## config.mk

```make
export PLATFORM = sky130hd
export DESIGN_NAME = reg_bank_stack
export DESIGN_NICKNAME = d
export VERILOG_FILES = /design/src/rtl/reg_bank_pkg.sv /design/src/rtl/reg_bank_sp_unit.sv /design/src/rtl/reg_bank_stack.sv
export SDC_FILE = /design/constraint.sdc
export NUM_CORES = 2
export LEC_CHECK = 0
export CAP_MARGIN = 25
export CORE_MARGIN = 2
export CORE_UTILIZATION = 35
export DETAILED_ROUTE_END_ITERATION = 8
export PLACE_DENSITY = 0.49
export SETUP_SLACK_MARGIN = 0.3
export SLEW_MARGIN = 25
export SYNTH_ARGS = -nofsm -noshare
export SYNTH_HDL_FRONTEND = slang
export SYNTH_SLANG_ARGS = --single-unit
export TNS_END_PERCENT = 100
```

## constraint.sdc

```tcl
create_clock -name clock -period 4.03 [get_ports clock]
set_input_delay 0.806 -clock clock [delete_from_list [all_inputs] [get_ports clock]]
set_output_delay 0.806 -clock clock [all_outputs]
set_load 0.005 [all_outputs]
```

## src/rtl/reg_bank_pkg.sv

```systemverilog
// Shared types and helpers for the register bank / stack-pointer slice.
//   stack_op_t : encoding of the 2-bit stack_op control (2'b11 is treated as no-op)
//   addr_w()   : register-address width for a given register count
package reg_bank_pkg;

    typedef enum logic [1:0] {
        STK_NONE = 2'b00,
        STK_PUSH = 2'b01,
        STK_POP  = 2'b10
    } stack_op_t;

    // Never returns 0 so a single-register bank still has a 1-bit address.
    function automatic int unsigned addr_w(input int unsigned num_regs);
        return (num_regs > 1) ? $clog2(num_regs) : 1;
    endfunction

endpackage

```

## src/rtl/reg_bank_sp_unit.sv

```systemverilog
// Stack-pointer unit: next-SP arithmetic, bound checks, registered stack address and error flag.
// Ports:
//   clock, reset_n : rising-edge clock, async active-low reset
//   stack_op       : 00 none, 01 push, 10 pop, 11 none
//   err_clr        : clears the sticky error (a new error in the same cycle wins)
//   sp_cur         : current SP register contents (held in the bank)
//   sp_next        : SP value to commit when sp_wr is high
//   sp_wr          : push/pop is legal this cycle and updates SP
//   sp_out         : registered memory address of the last successful stack access
//   sp_err         : sticky overflow/underflow flag
module reg_bank_sp_unit
    import reg_bank_pkg::*;
#(
    parameter int unsigned DATA_W   = 32,
    parameter int unsigned SP_RESET = 111,
    parameter int unsigned SP_MIN   = 0,
    parameter int unsigned SP_STEP  = 1
) (
    input  logic              clock,
    input  logic              reset_n,
    input  logic [1:0]        stack_op,
    input  logic              err_clr,
    input  logic [DATA_W-1:0] sp_cur,
    output logic [DATA_W-1:0] sp_next,
    output logic              sp_wr,
    output logic [DATA_W-1:0] sp_out,
    output logic              sp_err
);

    stack_op_t         op;
    logic              push;
    logic              pop;
    logic              ovf;
    logic              unf;
    logic [DATA_W:0]   dec_ext;
    logic [DATA_W:0]   inc_ext;
    logic [DATA_W-1:0] addr_next;

    always_comb begin
        op   = stack_op_t'(stack_op);
        push = (op == STK_PUSH);
        pop  = (op == STK_POP);

        // One extra bit: the MSB of dec_ext is the borrow (SP wrapped below zero),
        // and inc_ext cannot wrap before it is compared against the stack top.
        dec_ext = {1'b0, sp_cur} - (DATA_W+1)'(SP_STEP);
        inc_ext = {1'b0, sp_cur} + (DATA_W+1)'(SP_STEP);

        ovf = push && (dec_ext[DATA_W] || (dec_ext[DATA_W-1:0] < DATA_W'(SP_MIN)));
        unf = pop && (inc_ext > (DATA_W+1)'(SP_RESET));

        sp_wr   = (push && !ovf) || (pop && !unf);
        sp_next = push ? dec_ext[DATA_W-1:0] : inc_ext[DATA_W-1:0];
        // Push addresses the new (decremented) slot; pop addresses the old top.
        addr_next = push ? dec_ext[DATA_W-1:0] : sp_cur;
    end

    always_ff @(posedge clock or negedge reset_n) begin
        if (!reset_n) begin
            sp_out <= '0;
            sp_err <= 1'b0;
        end else begin
            if (sp_wr) begin
                sp_out <= addr_next;
            end
            if (ovf || unf) begin
                sp_err <= 1'b1;
            end else if (err_clr) begin
                sp_err <= 1'b0;
            end
        end
    end

endmodule

```

## src/rtl/reg_bank_stack.sv

```systemverilog
// Register bank for the MIPS datapath with link-register write and built-in stack pointer.
// Ports:
//   clock, reset_n     : rising-edge clock, async active-low reset
//   rs, rt             : combinational read addresses -> dado1, dado2
//   rd, wr_data        : general write address/data, enabled by reg_write
//   jal, link_data     : writes link_data into RA_IDX
//   stack_op           : 00 none, 01 push, 10 pop, 11 none (SP lives at SP_IDX)
//   nop                : forces both read ports to zero
//   err_clr            : clears sp_err
//   sp_out             : registered stack memory address
//   sp_err             : sticky stack overflow/underflow flag
// Same-register write priority: successful stack op > jal > reg_write. Register 0 is hardwired 0.
// Build option: define BYPASS_EN to forward this cycle's winning write value onto matching read ports.
module reg_bank_stack
    import reg_bank_pkg::*;
#(
    parameter  int unsigned DATA_W   = 32,
    parameter  int unsigned NUM_REGS = 64,
    parameter  int unsigned RA_IDX   = 1,
    parameter  int unsigned SP_IDX   = 2,
    parameter  int unsigned SP_RESET = 111,
    parameter  int unsigned SP_MIN   = 0,
    parameter  int unsigned SP_STEP  = 1,
    localparam int unsigned ADDR_W   = addr_w(NUM_REGS)
) (
    input  logic              clock,
    input  logic              reset_n,
    input  logic [ADDR_W-1:0] rs,
    input  logic [ADDR_W-1:0] rt,
    input  logic [ADDR_W-1:0] rd,
    input  logic [DATA_W-1:0] wr_data,
    input  logic              reg_write,
    input  logic              jal,
    input  logic [DATA_W-1:0] link_data,
    input  logic [1:0]        stack_op,
    input  logic              nop,
    input  logic              err_clr,
    output logic [DATA_W-1:0] dado1,
    output logic [DATA_W-1:0] dado2,
    output logic [DATA_W-1:0] sp_out,
    output logic              sp_err
);

    logic [DATA_W-1:0] regs [NUM_REGS];
    logic [DATA_W-1:0] sp_next;
    logic              sp_wr;
    logic [ADDR_W-1:0] raddr [2];
    logic [DATA_W-1:0] rdata [2];

    reg_bank_sp_unit #(
        .DATA_W   (DATA_W),
        .SP_RESET (SP_RESET),
        .SP_MIN   (SP_MIN),
        .SP_STEP  (SP_STEP)
    ) u_sp_unit (
        .clock    (clock),
        .reset_n  (reset_n),
        .stack_op (stack_op),
        .err_clr  (err_clr),
        .sp_cur   (regs[SP_IDX]),
        .sp_next  (sp_next),
        .sp_wr    (sp_wr),
        .sp_out   (sp_out),
        .sp_err   (sp_err)
    );

    // A failed push/pop does not write SP, so a lower-priority write to SP_IDX may still land.
    always_ff @(posedge clock or negedge reset_n) begin
        if (!reset_n) begin
            for (int unsigned i = 0; i < NUM_REGS; i++) begin
                regs[i] <= (i == SP_IDX) ? DATA_W'(SP_RESET) : '0;
            end
        end else begin
            for (int unsigned i = 1; i < NUM_REGS; i++) begin
                if (sp_wr && (i == SP_IDX)) begin
                    regs[i] <= sp_next;
                end else if (jal && (i == RA_IDX)) begin
                    regs[i] <= link_data;
                end else if (reg_write && (rd == ADDR_W'(i))) begin
                    regs[i] <= wr_data;
                end
            end
        end
    end

    always_comb begin
        raddr[0] = rs;
        raddr[1] = rt;
        for (int unsigned p = 0; p < 2; p++) begin
            rdata[p] = regs[raddr[p]];
`ifdef BYPASS_EN
            // Forward in the same priority order the write uses; nothing forwards under reset.
            if (reset_n) begin
                if (sp_wr && (raddr[p] == ADDR_W'(SP_IDX))) begin
                    rdata[p] = sp_next;
                end else if (jal && (raddr[p] == ADDR_W'(RA_IDX))) begin
                    rdata[p] = link_data;
                end else if (reg_write && (raddr[p] == rd)) begin
                    rdata[p] = wr_data;
                end
            end
`endif
            if (nop || (raddr[p] == '0)) begin
                rdata[p] = '0;
            end
        end
    end

    assign dado1 = rdata[0];
    assign dado2 = rdata[1];

endmodule

```

; Word level (Yosys, flattened, before mapping)
; Index checks and enable logic that the tools add are counted.
[word_totals]
register_bits = 2049
out_inout_bits = 97
elab_cells = 233
[op_classes]
add_sub_neg = 2
magnitude_cmp = 4
n_eq_ne = 65
n_mux = 16
bitwise_logic = 2
reduce_logical = 79
[op_table]
columns = operator, n
row1 = $bmux 32 s6, 2
row2 = $mux 32, 12
row3 = $eq 6x6->1 const B, 32
row4 = $eq 6x5->1 const B, 16
row5 = $logic_and 1x1->1, 67
row6 = $eq 6x4->1 const B, 8
row7 = $add 32x1->33 const B, 1
row8 = $gt 33x7->1 const B, 1
row9 = $sub 32x1->33 const B, 1
row10 = $lt 32x1->1 const B, 1
row11 = $eq 6x3->1 const B, 4
row12 = $ge 7x7->1 const B, 2
row13 = $not 6->7, 2
row14 = $eq 6x2->1 const B, 2
row15 = $logic_not 6->1, 2
row16 = $eq 6x1->1 const B, 1
row17 = $reduce_bool 2->1, 3
row18 = $logic_or 1x1->1, 5
row19 = $eq 2x1->1 const B, 1
row20 = $eq 2x2->1 const B, 1
row21 = $logic_not 1->1, 2
row22 = $mux 1, 2

; Depth between registers and ports, before layout
[depth]
word_depth = 8
mapped_depth = 14
depth_no_buf = 11

; Cells and area by module
; Synthesis repeated with hierarchy kept, for this count alone.
[hier_totals]
cells_unflattened = 7802
hier_area_um2 = 112033.7
[modules_own_cells]
columns = module, n_inst, cells_each, area_each_um2
row1 = reg_bank_stack, 1, 7278, 108125.0
row2 = reg_bank_sp_unit, 1, 524, 3908.7

; Least setup slack after synthesis
; No wires, ideal clock.
[synth_timing]
kind = in2out
start = input rs[0]
end = output dado1[2]
arrival_time_ns = 3.514
required_ns = 3.224
setup_slack_ns = -0.290
cell_stages = 8
path_buffers = 4
path_cell_list = buf_2 buf_2 buf_1 buf_1 mux4_2 mux4_2 a211oi_1 a211oi_1
[synth_via]
elab_chain_cells = 5
word_cells_on_any_way = 7
[synth_rtl]
columns = element, line
row1 = from (decl), reg_bank_stack.sv:28  ; input logic [ADDR_W-1:0] rs,
row2 = $not 6->7 (not written as such), reg_bank_stack.sv:90  ; rdata[p] = regs[raddr[p]];
row3 = $bmux 32 s6, reg_bank_stack.sv:90
row4 = $mux 32 (not written as such) (2 in a row), reg_bank_stack.sv:90
row5 = $mux 32 *, reg_bank_stack.sv:103  ; if (nop || (raddr[p] == '0)) begin
row6 = to (decl), reg_bank_stack.sv:38  ; output logic [DATA_W-1:0] dado1,
; Every way passes the cells marked *; elsewhere a longest branch is shown, timed or not. The select of a mux whose other input is x is not followed.

; Worst setup path after layout
[layout_timing]
start = input rt[0]
end = output dado2[17]
[layout_via]
elab_chain_cells = 5
word_cells_on_any_way = 7
[layout_rtl]
columns = element, line
row1 = from (decl), reg_bank_stack.sv:29  ; input logic [ADDR_W-1:0] rt,
row2 = $not 6->7 (not written as such), reg_bank_stack.sv:90
row3 = $bmux 32 s6, reg_bank_stack.sv:90
row4 = $mux 32 (not written as such) (2 in a row), reg_bank_stack.sv:90
row5 = $mux 32 *, reg_bank_stack.sv:103
row6 = to (decl), reg_bank_stack.sv:39  ; output logic [DATA_W-1:0] dado2,
; Marked as above.

==> out/qor.log <==
qor: status.run_status finished with violations
qor: status.failed_checks setup timing
qor: sta.unrepaired_setup_endpoints_after_global_routing yes
qor: worst_setup_path.cpPeakStageDelay 0.61 ns
qor: route.via_per_inst 5.93
qor: worst_setup_path.reg2reg_setup_slack 0.42 ns
qor: sta.fin_hold_ws 0.321 ns
qor: sta.maxSlewHeadroom 0.282
qor: clock_network.ctsRootBufferMaster sky130_fd_sc_hd__clkbuf_16
qor: logic_synthesis.synth_async_sr_flop_share 1.00
qor: global_routing.wire_length_of_the_first_global_routing_pass 580,000 um
qor: logic_synthesis.most_frequent_cell_after_synthesis sky130_fd_sc_hd__dfrtp_1
qor: global_routing.antenna_found_initial 26
qor: logic_synthesis.netlist_top_cells_count sky130_fd_sc_hd__dfrtp_1, sky130_fd_sc_hd__mux2_2, sky130_fd_sc_hd__mux4_2
qor: logic_synthesis.netlist.area_leader.share 0.463
qor: floorplanning.core_area 0.314 sq mm
qor: route.drt-pass1-iter-count 5
qor: floorplanning.placementRows 206
qor: worst_setup_path.launching_element_type_of_the_critical_path input pin
qor: floorplanning.dieArea 0.320 sq mm
qor: logic_synthesis.synth_top_cell_by_area sky130_fd_sc_hd__dfrtp_1
qor: pwr.power.ir.vdd_worst 347 uV
qor: route.vias 71,200
qor: worst_setup_path.crit_fanout 7
qor: clock_network.clk_path_buf_depth 4
qor: final_layout.nNetsFinal 7,739
qor: hold_path.timing.hold.worst_path_depth 4
qor: route.route.antenna.remaining_nets 0
qor: final_layout.layout.cell_area.non_filler 0.137 sq mm
qor: worst_setup_path.critical_path_class in -> out
qor: worst_setup_path.rr_worst_depth 9
qor: sta.report.final.slew_viol_count 0
qor: route.wl_per_cell 34.1 um
qor: global_routing.maximum_number_of_pins_on_one_net_before_global_route_repair 154
qor: worst_setup_path.critical_path.reg2reg.endpoint regs[1956]
qor: hold_path.hold_path.class in -> reg
qor: logic_synthesis.postSynthCellCount 6,998
qor: floorplanning.die_height 565 um
qor: sta.hold_fails_final_rpt 0
qor: logic_synthesis.avgSynthCellArea 15.8 sq um
qor: floorplanning.io-pin-count 187
qor: sta.worst_pin_slew 1.08 ns
qor: worst_setup_path.timing.critical_path.arrival 3.55 ns
qor: worst_setup_path.slowest_stage sky130_fd_sc_hd__mux4_2
qor: sta.final.setup.tns -13.13 ns
qor: final_layout.flow.area_growth_from_synthesis 23.8%
qor: route.route.final.wire_length 409,000 um
qor: sta.setup_viol_count_final 63
qor: pwr.power.total 60,100 uW
qor: logic_synthesis.number_of_enable_type_register_cells_in_the_synthesized_netlist 0
qor: route.drt_drc_violations_left 0
qor: clock_network.htree_num_levels 4
qor: worst_setup_path.critical_path.endpoint_type output pin
qor: worst_setup_path.path_cells buf_16, buf_16, buf_12, buf_16, buf_12, mux4_2, mux4_2, mux4_2, and2_4, buf_6
qor: global_routing.globalRouteTotalUtil 0.256
qor: worst_setup_path.kind_of_cell_adding_the_most_delay_to_the_critical_path multiplexers
qor: clock_network.clock-sinks 2,049
qor: pwr.power.leakage 0.0603 uW
qor: clock_network.tritoncts yes
qor: sta.min_period 4.36 ns
qor: clock_network.cts_buffers 235
qor: placed_design.pre_cts_ws -1.38 ns
qor: logic_synthesis.ys_seq_elements 2,049
qor: sta.timing.clock.skew 0.0198 ns
qor: sta.max_clock_freq 229 MHz
qor: logic_synthesis.mappedNetlistArea 0.110 sq mm
qor: sta.min_period_over_period 1.08
qor: flow_run.timing.max_cap.violations 0
qor: logic_synthesis.ys.warnings.count 32
qor: route.drt_iter0_drc 5,797
qor: global_routing.grt_pass1_vias 73,900
qor: floorplanning.initial_core_util 0.351
qor: worst_setup_path.number_of_buffers_and_inverters_on_the_critical_path 6
qor: sta.layout_setup_ws -0.327 ns
qor: logic_synthesis.syn_nets 7,093
qor: hold_path.hp-start wr_data[5]
qor: floorplanning.chipWidth 565 um
qor: worst_setup_path.worstPathRequired 3.22 ns
qor: placed_design.placed_area 0.123 sq mm
qor: global_routing.total_congestion_overflow_after_global_routing 0
qor: logic_synthesis.synth_cell_types 65
qor: clock_network.clkLatencyLatePin 0.91 ns
qor: final_layout.drive_above_1_share 0.625
qor: hold_path.hold_end regs[1957]
qor: placed_design.hpwl 261,000 um
qor: pwr.p_per_area 440 mW/mm^2
qor: worst_setup_path.worst_r2r_startpoint regs[1958]
qor: placed_design.port_buffers 186
qor: logic_synthesis.synth.area.top_cells sky130_fd_sc_hd__dfrtp_1, sky130_fd_sc_hd__mux4_2, sky130_fd_sc_hd__mux2_2
qor: placed_design.final_wtd_congestion 0.859
qor: clock_network.clock_transition_at_the_register_clock_pins_on_the_worst_setup_and_hold_paths_after_cts 0.06 ns
qor: logic_synthesis.synth-main-ff-cell sky130_fd_sc_hd__dfrtp_1
qor: logic_synthesis.ys_seq_area_frac 0.465
report_power, final:
part	leakage [uW]	total (uW)	internal (uW)	switching (uW)
clock	0.00386	22200	13100	9050
combinational	0.0293	12400	7230	5120
sequential	0.0271	25600	23400	2170
area by class of cell:
cell class,count,area [sq um]
Fill cell,27800,178000
Multi-Input combinational cell,4147,57100
Timing Repair Buffer,1198,15000
Sequential cell,2049,51300
Clock inverter,54,792
Antenna cell,10,25.0
Tap cell,4160,5200
Clock buffer,369,7070
Inverter,13,48.8
registers in the layout, indices dropped and copies added, names as in the netlist:
signal            flops
u_sp_unit.sp_out     32
regs               2016
u_sp_unit.sp_err      1
cells in the final DEF (no fill, tap or decap), types with 35 or more instances in the layout:
cell	count
sky130_fd_sc_hd__clkbuf_16	244
sky130_fd_sc_hd__buf_8	35
sky130_fd_sc_hd__a22o_1	36
sky130_fd_sc_hd__o21ai_0	129
sky130_fd_sc_hd__clkbuf_8	62
sky130_fd_sc_hd__buf_6	156
sky130_fd_sc_hd__clkdlybuf4s50_1	78
sky130_fd_sc_hd__buf_4	543
sky130_fd_sc_hd__clkbuf_1	69
sky130_fd_sc_hd__mux4_2	1258
sky130_fd_sc_hd__buf_16	67
sky130_fd_sc_hd__nor2_1	70
sky130_fd_sc_hd__dfrtp_1	2040
sky130_fd_sc_hd__buf_12	275
sky130_fd_sc_hd__mux2i_1	63
sky130_fd_sc_hd__nand2_1	162
sky130_fd_sc_hd__and2_4	50
sky130_fd_sc_hd__mux2_2	1939
worst register-to-register path: stages, from the launching register on:
cell,delay (ns)
sky130_fd_sc_hd__dfstp_2,0.60
sky130_fd_sc_hd__nand3_2,0.20
sky130_fd_sc_hd__or4_4,0.58
sky130_fd_sc_hd__or4_1,0.49
sky130_fd_sc_hd__o31a_1,0.13
sky130_fd_sc_hd__a211oi_2,0.31
sky130_fd_sc_hd__nand3_2,0.17
sky130_fd_sc_hd__or4_4,0.56
sky130_fd_sc_hd__o2111a_1,0.17
sky130_fd_sc_hd__nor4_1,0.29
how the worst max path moves through the flow:
stage	from	to	slack (ns)	cells past startpoint
global placement	rt[0]	dado2[1]	-2.37	9
floorplan	rs[0]	dado1[16]	0.25	7
CTS	rs[0]	dado1[14]	-0.34	11
global route	rs[0]	dado1[14]	-0.34	11
detailed placement	rs[0]	dado1[6]	-1.38	11
finish	rt[0]	dado2[17]	-0.33	10
layer usage:
metal	GRT usage	wire [um]	up-vias
met5	0	53	-
met3	0.0350	21400	711
met2	0.415	196000	2267
met1	0.350	176000	39500
li1	-	-	28700
met4	0.0933	16600	10
stage by stage:
step,util,instances
after floorplan,-,6998
after global placement,0.391,11300
after detailed placement,0.391,11300
after CTS,0.431,11900
after global routing,0.435,12000
final,0.435,12000
cells by family (layout without fill, tap and decap cells):
family | Yosys count | after routing | synth area share
xor gates and xnor gates | 36 | 36 | 0.00286
adders and majority gates | 5 | 5 | 0.000567
muxes | 3272 | 3272 | 0.462
other | 0 | 10 | 0
AOI/OAI and AO/OA | 331 | 331 | 0.0201
DFF | 2049 | 2049 | 0.465
buffers and inverters | 802 | 1634 | 0.0278
and+or+nand+nor | 503 | 503 | 0.0221
timing repair:
item | in CTS | in global routing
buffers inserted | 219 | 52
resized for setup | 643 | 102
hold endpoints to repair | 33 | 0
cloned | 39 | 5
pin swaps | 77 | 24
setup endpoints to repair | 80 | 108
hold buffers | 1 | 0
Note: power is estimated with default switching activity, not from simulation.
